==> src/rtl/fixed_point_accumulator.sv <==
// rtl/fixed_point_accumulator.sv - saturating accumulator of N_TERMS multiplier products
//
// Captures one product on each rising edge of in_valid (the multiplier's level
// finish signal) and adds it into a saturating two's-complement sum. After
// N_TERMS products the block raises done and ignores further products until
// clear or rst.
//
// Ports:
//   clk           system clock, rising edge
//   rst           synchronous active-high reset, overrides everything
//   clear         synchronous restart of the accumulation (drops a coincident term)
//   in_value      product from the multiplier
//   in_overflow   multiplier overflow flag for in_value
//   in_valid      multiplier finish (level); only its rising edge is a term
//   sum           running / final saturated sum
//   overflow_flag sticky: any input overflow or saturation since clear/rst
//   count         terms accepted since clear/rst
//   done          N_TERMS terms accepted; held until clear/rst
module fixed_point_accumulator #(
  parameter int WIDTH   = 16,
  parameter int N_TERMS = 4,
  parameter int CNT_W   = 8
) (
  input  logic             clk,
  input  logic             rst,
  input  logic             clear,
  input  logic [WIDTH-1:0] in_value,
  input  logic             in_overflow,
  input  logic             in_valid,
  output logic [WIDTH-1:0] sum,
  output logic             overflow_flag,
  output logic [CNT_W-1:0] count,
  output logic             done
);

  typedef enum logic {
    ST_ACCUM = 1'b0,
    ST_DONE  = 1'b1
  } state_t;

  localparam logic [CNT_W-1:0] LP_LAST    = CNT_W'(N_TERMS);
  localparam logic [WIDTH-1:0] LP_MAX_POS = {1'b0, {(WIDTH-1){1'b1}}};
  localparam logic [WIDTH-1:0] LP_MAX_NEG = {1'b1, {(WIDTH-1){1'b0}}};

  state_t           r_state;
  state_t           w_state_nxt;
  logic             r_prev_valid;
  logic [WIDTH-1:0] r_sum;
  logic [WIDTH-1:0] w_sum_nxt;
  logic             r_ovf;
  logic             w_ovf_nxt;
  logic [CNT_W-1:0] r_count;
  logic [CNT_W-1:0] w_count_nxt;

  logic             w_event;
  logic [WIDTH:0]   w_sum_ext;
  logic             w_pos_sat;
  logic             w_neg_sat;
  logic [WIDTH-1:0] w_sat_sum;
  logic [CNT_W-1:0] w_count_inc;

  // A held-high finish counts once: only the 0->1 transition is a term.
  assign w_event = in_valid & ~r_prev_valid;

  // One guard bit is enough: the two sign bits disagree exactly on overflow.
  assign w_sum_ext = {r_sum[WIDTH-1], r_sum} + {in_value[WIDTH-1], in_value};
  assign w_pos_sat = ~w_sum_ext[WIDTH] &  w_sum_ext[WIDTH-1];
  assign w_neg_sat =  w_sum_ext[WIDTH] & ~w_sum_ext[WIDTH-1];

  always_comb begin
    w_sat_sum = w_sum_ext[WIDTH-1:0];
    if (w_pos_sat) begin
      w_sat_sum = LP_MAX_POS;
    end else if (w_neg_sat) begin
      w_sat_sum = LP_MAX_NEG;
    end
  end

  assign w_count_inc = r_count + CNT_W'(1);

  always_comb begin
    w_state_nxt = r_state;
    w_sum_nxt   = r_sum;
    w_ovf_nxt   = r_ovf;
    w_count_nxt = r_count;
    if (clear) begin
      w_state_nxt = ST_ACCUM;
      w_sum_nxt   = '0;
      w_ovf_nxt   = 1'b0;
      w_count_nxt = '0;
    end else begin
      case (r_state)
        ST_ACCUM: begin
          if (w_event) begin
            w_sum_nxt   = w_sat_sum;
            w_count_nxt = w_count_inc;
            w_ovf_nxt   = r_ovf | in_overflow | w_pos_sat | w_neg_sat;
            if (w_count_inc == LP_LAST) begin
              w_state_nxt = ST_DONE;
            end
          end
        end
        ST_DONE: begin
          w_state_nxt = ST_DONE;
        end
        default: begin
          w_state_nxt = ST_ACCUM;
        end
      endcase
    end
  end

  always_ff @(posedge clk) begin
    if (rst) begin
      r_state      <= ST_ACCUM;
      r_sum        <= '0;
      r_ovf        <= 1'b0;
      r_count      <= '0;
      r_prev_valid <= 1'b0;
    end else begin
      r_state      <= w_state_nxt;
      r_sum        <= w_sum_nxt;
      r_ovf        <= w_ovf_nxt;
      r_count      <= w_count_nxt;
      // Tracks in_valid in every state, including during clear.
      r_prev_valid <= in_valid;
    end
  end

  assign sum           = r_sum;
  assign overflow_flag = r_ovf;
  assign count         = r_count;
  assign done          = (r_state == ST_DONE);

endmodule

==> config.mk <==
export PLATFORM = sky130hd
export DESIGN_NAME = fixed_point_accumulator
export DESIGN_NICKNAME = d
export VERILOG_FILES = /design/src/rtl/fixed_point_accumulator.sv
export SDC_FILE = /design/constraint.sdc
export NUM_CORES = 1
export LEC_CHECK = 0
export BUFFER_PORTS_ARGS = -buffer_cell sky130_fd_sc_hd__clkbuf_2
export CAP_MARGIN = 25
export CORE_MARGIN = 1.5
export CORE_UTILIZATION = 40
export DETAILED_ROUTE_END_ITERATION = 10
export GPL_TIMING_DRIVEN = 0
export SLEW_MARGIN = 20
export SYNTH_ARGS = -nofsm -noshare
export SYNTH_HDL_FRONTEND = slang
export SYNTH_SLANG_ARGS = --single-unit
==> constraint.sdc <==
create_clock -name clk -period 3.2 [get_ports clk]
set_clock_uncertainty 0.2 [all_clocks]
set_input_delay 0.48 -clock clk [delete_from_list [all_inputs] [get_ports clk]]
set_output_delay 0.48 -clock clk [all_outputs]
set_load 0.01 [all_outputs]
Yosys cells after proc, flatten, opt, wreduce, memory -nomap -nowiden
Cells that the tools add are included.
W data, S select, Z words.

word-level totals
  flip-flop bits (word level) = 27
  bits in latches = 0
  bits in writable memories = 0
  memory bits (read-only) = 0
  bits of input ports = 21
  output and inout port bits = 26
  logic and storage cells = 25
  memories = 0

cells by class
  add/sub/neg operators = 2
  multipliers = 0
  divide/modulo/power cells = 0
  $lt $le $gt $ge = 0
  eq/ne operators = 1
  shift-type cells = 0
  mux-type cells = 5
  bitwise gates (word level) = 10
  reduce and logical (&&, ||, !) cells = 2

operator list
  cell                   number
  $mux W16               2
  $add A16 B16 Y17       1
  $add A8 B1 Y8 const B  1
  $eq A8 B3 Y1 const B   1
  $not A1 Y1             4
  $and A1 B1 Y1          3
  $or A1 B1 Y1           3
  $mux W1                2
  $pmux W1 S2            1
  $reduce_and A2 Y1      1
  $reduce_or A2 Y1       1

Logic depth before layout (Yosys ltp)
  depth in word-level cells = 5
  depth in mapped cells = 10
  mapped depth without buffers = 9

Least setup slack after synthesis
Ideal clock, no wire load.

  path kind = input port to flip-flop
  start = input in_value[10]
  end = register r_sum[13] (netlist: sum[13])
  setup time = 0.120 ns
  data arrival time = 2.498 ns
  required time = 2.880 ns
  path slack = 0.382 ns
  stages = 10
  path buffers = 3
  cell sequence = ha_1 -> clkbuf_1 -> a21oi_1 -> o21ai_1 -> a221o_1 -> or4_1 -> buf_6 -> a21boi_4 -> buf_6 -> a21oi_1

on the way
  longest elaborated chain between the ends = 5
  elaborated cells between the ends (all ways) = 7
  those cells by class = add/sub (1); mux (2); bitwise (4)

RTL lines
  element               line  text
  start, declared       27    input logic [WIDTH-1:0] in_value,
  $add A16 B16 Y17 *    66    assign w_sum_ext = {r_sum[WIDTH-1], r_sum} + {in_value[WIDTH-1], in_value};
  $not A1 Y1            68    assign w_neg_sat = w_sum_ext[WIDTH] & ~w_sum_ext[WIDTH-1];
  $and A1 B1 Y1         68
  $mux W16              74    end else if (w_neg_sat) begin
  $mux W16 *            72    if (w_pos_sat) begin
  end signal, assigned  122   r_sum <= w_sum_nxt;
  end, declared         48    logic [WIDTH-1:0] r_sum;

Mark *: on every way between the ends. The rest lies on a longest branch, timed or not.
A chain may end at the register's enable or synchronous reset.

Worst setup path in the final report
  start = register r_sum[10] (netlist: sum[10])
  end = register r_sum[13] (netlist: sum[13])

on the way
  longest elaborated chain between the ends = 5
  elaborated cells between the ends (all ways) = 7
  those cells by class = add/sub (1); mux (2); bitwise (4)

RTL lines
  element             line
  $add A16 B16 Y17 *  66
  $not A1 Y1          68
  $and A1 B1 Y1       68
  $mux W16            74
  $mux W16 *          72

Marks and branches as above.

==> impl_metrics.yaml <==
floorplan:
  initial_core_util_pct: 42.39
  io_pins: 47
  core_um2: 4817
  rows: 25
  die_h_um: 74.45
  fp.dieArea_um2: 5543
  die_x_um: 74.45
clock_network:
  post_cts_buffers: 0
  clk_pin_slew_ps: 100
  htreeDepth: 1
  cts_root_buffer: "clkbuf_8"
  clk_path_buf_depth: 2
  clock_latency_ps: 270
  cts.sink_count: 27
  cts_tree: "built"
  cts_buffers: 3
worst_setup_path:
  slowest_stage: "or4_1"
  end_kind: "flop"
  reg2regPathDepth: 10
  r2r_end: "sum[13]$_SDFFE_PP0P_"
  r2r_start: "sum[10]$_SDFFE_PP0P_"
  critPathMaxFanout: 10
  start_kind: "flop"
  crit_type: "flop to flop"
  cp_cell_sequence: "ha_1 > clkbuf_1 > a21oi_1 > o21ai_1 > a221o_1 > or4_1 > buf_6 > a21boi_4 > buf_6 > a21oi_1"
  worstPathArrival_ps: 2910
  required_ps: 3150
  crit_path_max_incr_delay_ps: 480
  r2r_slack_ps: 240
power_and_ir_drop:
  internal-power_uw: 549.8
  power_frac_seq_pct: 43.2
  swShare_pct: 34.11
  finalPower_uw: 834.5
  cellPowerDensity_nw_per_um2: 346.7
  power.switching_uw: 284.7
  cellLeakagePower_uw: 0.001070
  vdd_drop_max_uv: 234.9
  clkPwrFrac_pct: 23.1
  power_frac_comb_pct: 33.7
drt:
  wirelength_mm: 5.384
  dr.pass1.iters: 4
  wl_per_cell_um: 14.40
  drtIter0Drc: 94
  vias_per_cell: 5.460
  drc: 0
  vias: 2042
  ant_nets: 0
min_path:
  whs_path_depth: 2
  holdCritPathClass: "input port to flop"
  min_from: "rst"
  holdPathEnd: "r_prev_valid$_SDFF_PP0_"
yosys:
  ys_types: 48
  async_flop_share_pct: 0
  yosysWarnings: 0
  netlist.area_leader.share_pct: 26.47
  synth_compound_area_share_pct: 30.64
  synth_edf_count: 0
  synthesis.area_um2: 2042
  synth_top_family_by_area: "compound AO/OA/AOI/OAI gates"
  yosys.area.top_type: "dfxtp_1"
  synthMuxAreaShare_pct: 0.4902
  synth_area_leaders: "dfxtp_1, ha_1, o21ai_0"
  synthXorXnorAreaFrac_pct: 8.150
  synth_common_cells: "o21ai_0, a21oi_1, dfxtp_1, ha_1, nor2_1"
  ys_seq_area_share_pct: 26.47
  synth_cells: 257
  yosys.area_share.adder_pct: 12.01
  syn_nets: 297
  synth-simple-area-share_pct: 16.61
  synth_flop_cell: "dfxtp_1"
  synth_seq_cells: 27
  avgSynthCellArea_um2: 7.945
  synthMostInstantiatedCell: "o21ai_0"
finish:
  layout.nets: 348
  antenna_cells: 0
  postLayoutCellArea_um2: 2407
  drive_above_1_share_pct: 20.85
  final_cells: 374
  syn2layout_area_growth_pct: 17.89
timing:
  fin_crit_sh_pct: 92.44
  rsz0062_at_grt: "false"
  clock.fmax_mhz: 338.0
  final_max_slew_viol_count: 0
  worstMarginPinSlew_ps: 647.0
  final.setup.tns_ps: 0
  setup_viol: 0
  hold_viol: 0
  post-route-min-period_ps: 2958
  slew_headroom_pct: 56.71
placed_design:
  gp_congestion: 0.8836
  port_buffers: 46
  dpl_cell_area_um2: 2356
  dp_cells: 370
  dp_hpwl_mm: 4.231
grt:
  grt-ovfl-total: 0
  grt_max_degree: 16
  grt_pass1_wl_mm: 8.825
  grt_pass1_vias: 1879
  antenna_found_initial: 0
  groute.usage.overall_pct: 20.40
status:
  status: "finished, final reports clean"
flow_run:
  cap_viol_max_count: 0
[metrics by stage]
stage               worst slack, ps  util [%]  hold slack, ps
CTS                           52.24     49.87           175.7
finish                        241.8     49.97           175.7
detailed placement           -120.5     48.91           299.5
floorplan                     382.3         -           327.8
global route                  38.15     49.97           183.7
global placement             -107.7     48.91           301.8
[power groups by stage]
stage               clock [µW]  combinational (µW)  sequential (µW)
finish                     192                 281              361
global route               206                 314              362
CTS                        199                 280              361
detailed placement           0                 278              368
global placement             0                 277              369
floorplan                    0                 195              371
[sequential cells by signal (all words and copies together), names as in the netlist]
register       flops
count              8
r_prev_valid       1
overflow_flag      1
sum               16
done               1
[critical path: cells and delay by family (launching register included)]
family | cells | cell delay (ps)
adders and majority gates | 1 | 250
and+or+nand+nor | 1 | 480
buffers and inverters | 3 | 540
AOI/OAI and AO/OA | 5 | 990
DFF | 1 | 390
[per-layer routing]
layer | track usage, % | wire length [µm] | vias up | part of all wire (%)
li1 | - | - | 1045 | -
met2 | 34.62 | 2583 | 38 | 48
met4 | 3.838 | 29 | 0 | 0.54
met3 | 2.846 | 220 | 4 | 4.1
met1 | 27.87 | 2551 | 955 | 47
met5 | 0 | 0 | - | 0
[worst max path at each step]
stage | slack, ps | endpoint | start
4_1_cts | 50 | sum[11]$_SDFFE_PP0P_ | sum[0]$_SDFFE_PP0P_
5_1_grt | 40 | sum[11]$_SDFFE_PP0P_ | sum[4]$_SDFFE_PP0P_
2_1_floorplan | 380 | sum[13]$_SDFFE_PP0P_ | in_value[10]
6_report | 240 | sum[13]$_SDFFE_PP0P_ | sum[10]$_SDFFE_PP0P_
3_3_place_gp | -110 | sum[0]$_SDFFE_PP0P_ | in_value[0]
3_5_place_dp | -120 | sum[11]$_SDFFE_PP0P_ | in_value[0]
[cell type report]
class	count	area (µm²)
fillers	504	2410
multi-input cells	206	1390
flip-flops and latches	27	540.5
repair buffers	46	230.2
well taps	67	83.83
plain buffers	13	75.07
clock buffers	3	41.29
inverters	11	41.29
clock inverters	1	5.005
[logic make-up (layout without fill, tap and decap cells)]
group	after synthesis	after routing
AO/OA/AOI/OAI	100	100
AND/OR/NAND/NOR	67	67
flip-flops	27	27
buffers and inverters	24	74
adder cells (fa/ha/maj)	19	19
XOR/XNOR	19	19
multiplexers	1	1
[cells in the final DEF (no fill, tap or decap), drive strengths merged, types with 4 or more instances in the layout]
| cell | netlist | layout |
|---|---|---|
| nand4 | 5 | 5 |
| nor2 | 18 | 18 |
| dfxtp | 27 | 27 |
| nand3 | 4 | 4 |
| or2 | 4 | 4 |
| and2 | 4 | 4 |
| xnor2 | 10 | 10 |
| o211ai | 5 | 5 |
| clkbuf | 8 | 57 |
| a21oi | 29 | 29 |
| inv | 11 | 11 |
| buf | 5 | 5 |
| nand2 | 14 | 14 |
| o21ai | 38 | 38 |
| a21o | 5 | 5 |
| xor2 | 9 | 9 |
| ha | 18 | 18 |
| nor2b | 4 | 4 |
[timing repair]
action,CTS,global route
hold buffers,0,0
gates resized for setup,0,3
setup endpoints to repair,0,10
(Power assumes the default switching activity.)
